`config.mk`:
```
export PLATFORM = sky130hd
export DESIGN_NAME = usb_tx_encoder
export DESIGN_NICKNAME = d
export VERILOG_FILES = /design/src/rtl/usb_tx_encoder.sv
export SDC_FILE = /design/constraint.sdc
export NUM_CORES = 1
export LEC_CHECK = 0
export CAP_MARGIN = 0
export CORE_MARGIN = 1.5
export CORE_UTILIZATION = 61
export CTS_CLUSTER_DIAMETER = 80
export DETAILED_ROUTE_END_ITERATION = 7
export GPL_TIMING_DRIVEN = 0
export PLACE_DENSITY = 0.92
export SETUP_SLACK_MARGIN = 0.02
export SLEW_MARGIN = 0
export SYNTH_ARGS = -nofsm -noshare
export SYNTH_HDL_FRONTEND = slang
export SYNTH_SLANG_ARGS = --single-unit
```
`constraint.sdc`:
```
create_clock -name clk -period 3.5 [get_ports clk]
set_input_delay 1.05 -clock clk [delete_from_list [all_inputs] [get_ports clk]]
set_output_delay 1.05 -clock clk [all_outputs]
set_load 0.01 [all_outputs]
```
`src/rtl/usb_tx_encoder.sv`:
```
// USB transmit encoder: bytes in (valid/ready, one-byte holding register) -> NRZI, bit-stuffed D+/D- with EOP.
// Define SYNC_GEN_EN to emit the SYNC byte internally; otherwise the caller's first byte is sent as-is.
module usb_tx_encoder #(
  parameter int CLKS_PER_BIT = 8
) (
  input  logic       clk,
  input  logic       n_rst,
  input  logic [7:0] tx_data,
  input  logic       tx_valid,
  input  logic       tx_last,
  output logic       tx_ready,
  output logic       d_plus,
  output logic       d_minus,
  output logic       tx_busy,
  output logic       tx_done,
  output logic       tx_err
);

  localparam int TW = $clog2(CLKS_PER_BIT);

  typedef enum logic [2:0] {IDLE, SYNC, DATA, EOP_SE0, EOP_J} state_t;

  state_t        state, state_nx;
  logic [TW-1:0] bit_cnt, bit_cnt_nx;
  logic [7:0]    shreg, shreg_nx, hold_dat, src_dat;
  logic [2:0]    bit_idx, bit_idx_nx, ones, ones_nx;
  logic          hold_full, hold_last, cur_last, cur_last_nx;
  logic          line_j, line_j_nx, se0, se0_nx, eop_cnt, eop_cnt_nx;
  logic          done_nx, err_nx;
  logic          accept, consume, bit_end, src_avail, src_last, emit, emit_bit;

  assign tx_ready  = !hold_full && (state != EOP_SE0) && (state != EOP_J);
  assign accept    = tx_valid && tx_ready;
  assign bit_end   = (bit_cnt == TW'(CLKS_PER_BIT - 1));
  // A byte offered on the very boundary cycle bypasses the holding register.
  assign src_avail = hold_full || accept;
  assign src_dat   = hold_full ? hold_dat : tx_data;
  assign src_last  = hold_full ? hold_last : tx_last;

  assign d_plus  = !se0 && line_j;
  assign d_minus = !se0 && !line_j;
  assign tx_busy = (state != IDLE);

  always_comb begin
    state_nx    = state;
    shreg_nx    = shreg;
    bit_idx_nx  = bit_idx;
    ones_nx     = ones;
    line_j_nx   = line_j;
    se0_nx      = se0;
    eop_cnt_nx  = eop_cnt;
    cur_last_nx = cur_last;
    done_nx     = 1'b0;
    err_nx      = 1'b0;
    consume     = 1'b0;
    emit        = 1'b0;
    emit_bit    = 1'b0;
    bit_cnt_nx  = (state == IDLE || bit_end) ? '0 : bit_cnt + 1'b1;

    case (state)
      IDLE: begin
        if (src_avail) begin
`ifdef SYNC_GEN_EN
          state_nx    = SYNC;
          shreg_nx    = 8'h80;
          cur_last_nx = 1'b0;
`else
          state_nx    = DATA;
          shreg_nx    = src_dat;
          cur_last_nx = src_last;
          consume     = 1'b1;
`endif
          bit_idx_nx = '0;
          emit       = 1'b1;
          emit_bit   = shreg_nx[0];
        end
      end
      SYNC, DATA: begin
        if (bit_end) begin
          // Stuffing takes priority, so a stuff bit after the final data bit precedes EOP.
          if (ones == 3'd6) begin
            emit     = 1'b1;
            emit_bit = 1'b0;
          end else if (bit_idx != 3'd7) begin
            bit_idx_nx = bit_idx + 3'd1;
            emit       = 1'b1;
            emit_bit   = shreg[bit_idx_nx];
          end else if (cur_last) begin
            state_nx   = EOP_SE0;
            se0_nx     = 1'b1;
            eop_cnt_nx = 1'b0;
            ones_nx    = '0;
          end else if (src_avail) begin
            state_nx    = DATA;
            shreg_nx    = src_dat;
            cur_last_nx = src_last;
            consume     = 1'b1;
            bit_idx_nx  = '0;
            emit        = 1'b1;
            emit_bit    = src_dat[0];
          end else begin
            state_nx   = EOP_SE0;
            se0_nx     = 1'b1;
            eop_cnt_nx = 1'b0;
            ones_nx    = '0;
            err_nx     = 1'b1;
          end
        end
      end
      EOP_SE0: begin
        if (bit_end) begin
          if (eop_cnt) begin
            state_nx  = EOP_J;
            se0_nx    = 1'b0;
            line_j_nx = 1'b1;
          end else begin
            eop_cnt_nx = 1'b1;
          end
        end
      end
      EOP_J: begin
        if (bit_end) begin
          state_nx = IDLE;
          done_nx  = 1'b1;
        end
      end
      default: state_nx = IDLE;
    endcase

    if (emit) begin
      line_j_nx = emit_bit ? line_j : !line_j;
      ones_nx   = emit_bit ? ones + 3'd1 : 3'd0;
    end
  end

  always_ff @(posedge clk or negedge n_rst) begin
    if (!n_rst) begin
      state     <= IDLE;
      bit_cnt   <= '0;
      shreg     <= '0;
      bit_idx   <= '0;
      ones      <= '0;
      line_j    <= 1'b1;
      se0       <= 1'b0;
      eop_cnt   <= 1'b0;
      cur_last  <= 1'b0;
      hold_full <= 1'b0;
      hold_dat  <= '0;
      hold_last <= 1'b0;
      tx_done   <= 1'b0;
      tx_err    <= 1'b0;
    end else begin
      state    <= state_nx;
      bit_cnt  <= bit_cnt_nx;
      shreg    <= shreg_nx;
      bit_idx  <= bit_idx_nx;
      ones     <= ones_nx;
      line_j   <= line_j_nx;
      se0      <= se0_nx;
      eop_cnt  <= eop_cnt_nx;
      cur_last <= cur_last_nx;
      tx_done  <= done_nx;
      tx_err   <= err_nx;
      if (accept && !consume) begin
        hold_full <= 1'b1;
        hold_dat  <= tx_data;
        hold_last <= tx_last;
      end else if (consume) begin
        hold_full <= 1'b0;
      end
    end
  end

endmodule
```
==> key figures <==
Setup path
  – R2R setup slack: 1190 ps
  – Critical path capture point: tx_ready
  – Max FO, Critical Path: 10
  – Top cell family by delay on the critical path: buffers and inverters
  – CP Cell Sequence: buf_2 > nand3b_2 > nand2_1 > nor2_1 > clkdlybuf4s50_1
  – Worst r2r src: bit_idx[0]$_DFFE_PN0P_
  – Worst EP required: 2450 ps
  – Crit Path Category: reg2out
  – Delay of the slowest critical-path stage: 550 ps
  – CP Capture Type: output port
  – Reg-to-reg endpoint: hold_dat[6]$_DFFE_PN0P_
  – WP depth: 5
  – Worst Path Arrival: 1930 ps
  – WP buf/inv: 2
  – CP startpoint kind: register
  – Depth of the worst register-to-register path: 7
  – Critical path launch point: state[0]$_DFFE_PN0P_
  – Slowest cell on crit path: clkdlybuf4s50_1

STA
  – Final setup fails: 0
  – Worst-Margin Slew: 751.7 ps
  – Final Hold Viols: 0
  – Final worst-path cycle share: 85.15%
  – Max-slew headroom: 49.89%
  – Crit path time final: 2980 ps
  – Max-slew violations: 0
  – Setup Skew: 4.369 ps
  – RSZ-0062 raised after global routing: no
  – F_max: 0.3355 GHz
  – TNS Setup: 0 ps

Drt
  – Drt pass-1 iters: 6
  – DR iter-0 viols: 32
  – ANT nets after route: 0
  – WL/cell: 14.98 um
  – Avg Vias per Cell: 5.963
  – Remaining DRCs: 0
  – DRT Wirelength: 3.281 mm
  – Vias: 1306

Global routing
  – Largest net degree at the start of global routing: 37
  – Initial antenna violation count: 0
  – Number of global-route vias before repair: 1253
  – Total grt overflow: 0
  – Global-route wire length before repair: 5.747 mm
  – GRT Util Overall: 22.22%

Synth
  – Post-Synthesis Cells: 162
  – Yosys warns: 0
  – Number of flops mapped to enable cells by yosys: 0
  – Synthesized net count: 180
  – Ys async rst share: 100.0%
  – Unique masters post-synth: 55
  – Mapped Area: 0.001911 mm^2
  – Synth Flop Type: dfrtp_1
  – Flops & latches, synth: 36
  – Sequential cell area fraction in the yosys report: 47.22%
  – Synthesized area per cell: 11.79 um^2

Floorplan
  – Initial core utilization: 63.62%
  – Die height: 58.97 um
  – Die W: 58.97 um
  – Core footprint: 0.003003 mm^2
  – Num rows: 20
  – # IOs: 18
  – DIE AREA: 0.003477 mm^2

Placement
  – Placer Congestion: 0.7937
  – Area post-placement: 0.002117 mm^2
  – I/O Buffers: 17
  – HPWL after DPL: 2.526 mm

Clock tree
  – Total setup buffers inserted after CTS: 0
  – # hold bufs at CTS: 0
  – Worst-Skew Late Latency: 340 ps
  – H-tree Lvls: 2
  – Clock transition at path regs: 100 ps
  – CTS Buf Count: 5
  – CTS Buffer Depth: 2
  – CTS root buf: clkbuf_4
  – Clock sink count: 36
  – Post-CTS sizing: 0
  – CTS tree: built

Power and ir drop
  – Peak VDD IR: 0.3835 mV
  – Pwr Density: 504.7 mW/mm^2
  – Leak: 0.9724 nW

Final layout
  – Layout filler cell count: 216
  – Nets: 204
  – N_diodes: 0
  – Fin area: 0.002167 mm^2
  – Share of cells above drive strength 1: 21.51%
  – Commonest non-fill, non-tap cells in the layout: dfrtp_1, clkdlybuf4s50_1, nand2_1
  – Commonest non-fill, non-tap cell in the layout: dfrtp_1
  – Syn-to-layout area delta: 13.43%

Worst hold path
  – Hold/Removal Path Class: reg2reg

Run
  – Maxcap violations: 0

Outcome
  – Status: completed
-- how the worst min path moves through the flow --
stage | slack, ps | depth (start not counted) | startpoint | endpoint
detailed placement | 430 | 1 | bit_cnt[0]$_DFF_PN0_ | bit_cnt[0]$_DFF_PN0_
global route | 490 | 1 | bit_cnt[0]$_DFF_PN0_ | bit_cnt[0]$_DFF_PN0_
finish | 440 | 1 | bit_cnt[0]$_DFF_PN0_ | bit_cnt[0]$_DFF_PN0_
floorplan | 410 | 1 | bit_cnt[0]$_DFF_PN0_ | bit_cnt[0]$_DFF_PN0_
CTS | 450 | 1 | bit_cnt[0]$_DFF_PN0_ | bit_cnt[0]$_DFF_PN0_
global placement | 430 | 1 | bit_cnt[0]$_DFF_PN0_ | bit_cnt[0]$_DFF_PN0_
-- per-layer routing --
layer	routed length, um	vias up	track usage, %
met5	0	-	0
met1	1562	630	31.11
met4	44	0	7.468
met3	142	5	6.593
met2	1532	29	33.17
li1	-	642	-
-- state kept, by name, indices dropped and copies added, names as in the netlist --
register and count:
eop_cnt 1, tx_done 1, se0 1, tx_err 1, bit_cnt 3, hold_full 1, shreg 8, bit_idx 3
hold_last 1, ones 3, hold_dat 8, state 3, cur_last 1, line_j 1
-- worst register-to-register path: stages, from the launching register on --
cell and delay [ps]:
dfrtp_1 470, ha_1 180, ha_1 210, a21boi_1 350
nand4b_1 230, and4_1 260, buf_4 170, mux2_1 330
-- logic make-up after synthesis --
logic type / count (synthesis) / share of synthesized area (%)
buffers and inverters: 11 / 3.732
flip-flops: 36 / 47.22
AND/OR/NAND/NOR: 49 / 14.41
XOR/XNOR: 2 / 0.9170
adder cells (fa/ha/maj): 7 / 4.453
multiplexers: 22 / 13.49
AO/OA/AOI/OAI: 35 / 15.78
-- cells in the mapped netlist, drive strengths merged, types with 2 or more instances --
| cell | count | share of area, % |
|---|---|---|
| nor3 | 3 | 1.4 |
| o41ai | 2 | 0.92 |
| mux2 | 10 | 5.9 |
| nor3b | 3 | 1.2 |
| o211ai | 3 | 1.4 |
| nand3 | 2 | 0.52 |
| and2 | 2 | 0.65 |
| a22o | 2 | 0.92 |
| mux4 | 2 | 2.4 |
| o21a | 2 | 1.2 |
| o21ai | 11 | 3.1 |
| and3 | 2 | 0.92 |
| nor2 | 11 | 2.3 |
| ha | 6 | 3.9 |
| a21oi | 3 | 0.98 |
| nor2b | 2 | 0.65 |
| nand2 | 14 | 2.8 |
| buf | 8 | 3.1 |
| inv | 3 | 0.59 |
| nand2b | 4 | 1.3 |
| mux2i | 10 | 5.2 |
| dfrtp | 35 | 46 |
-- where the power goes --
| part | leakage, nW | internal, mW | switching (mW) | total [mW] |
|---|---|---|---|---|
| clock network | 0.0271 | 0.0731 | 0.134 | 0.207 |
| logic | 0.504 | 0.169 | 0.145 | 0.314 |
| registers | 0.441 | 0.507 | 0.0656 | 0.572 |
| total | 0.972 | 0.749 | 0.345 | 1.09 |
-- layout make-up --
class                      instances  area, um^2  share of cell area, %
multi-input combinational        115       937.1                  43.24
sequential                        36       902.1                  41.63
timing repair buffer              17       165.2                  7.621
buffer                             8       60.06                  2.771
tap                               33       41.29                  1.905
clock buffer                       5       37.54                  1.732
clock inverter                     2       12.51                 0.5774
inverter                           3       11.26                 0.5196
-- through the flow --
step                      cells  utilization (%)  setup WS [ps]  total power, mW  hold WS, ps
after floorplan             162                -           1456           0.8146        415.0
after global placement      212            70.67          683.7           0.8739        425.3
after detailed placement    212            70.50          704.0           0.9005        431.5
after CTS                   219            72.17          493.3            1.104        446.4
after global routing        219            72.17          431.8            1.177        491.4
final                       219            72.17          519.7            1.094        442.4
Note: power is estimated with default switching activity, not from simulation.
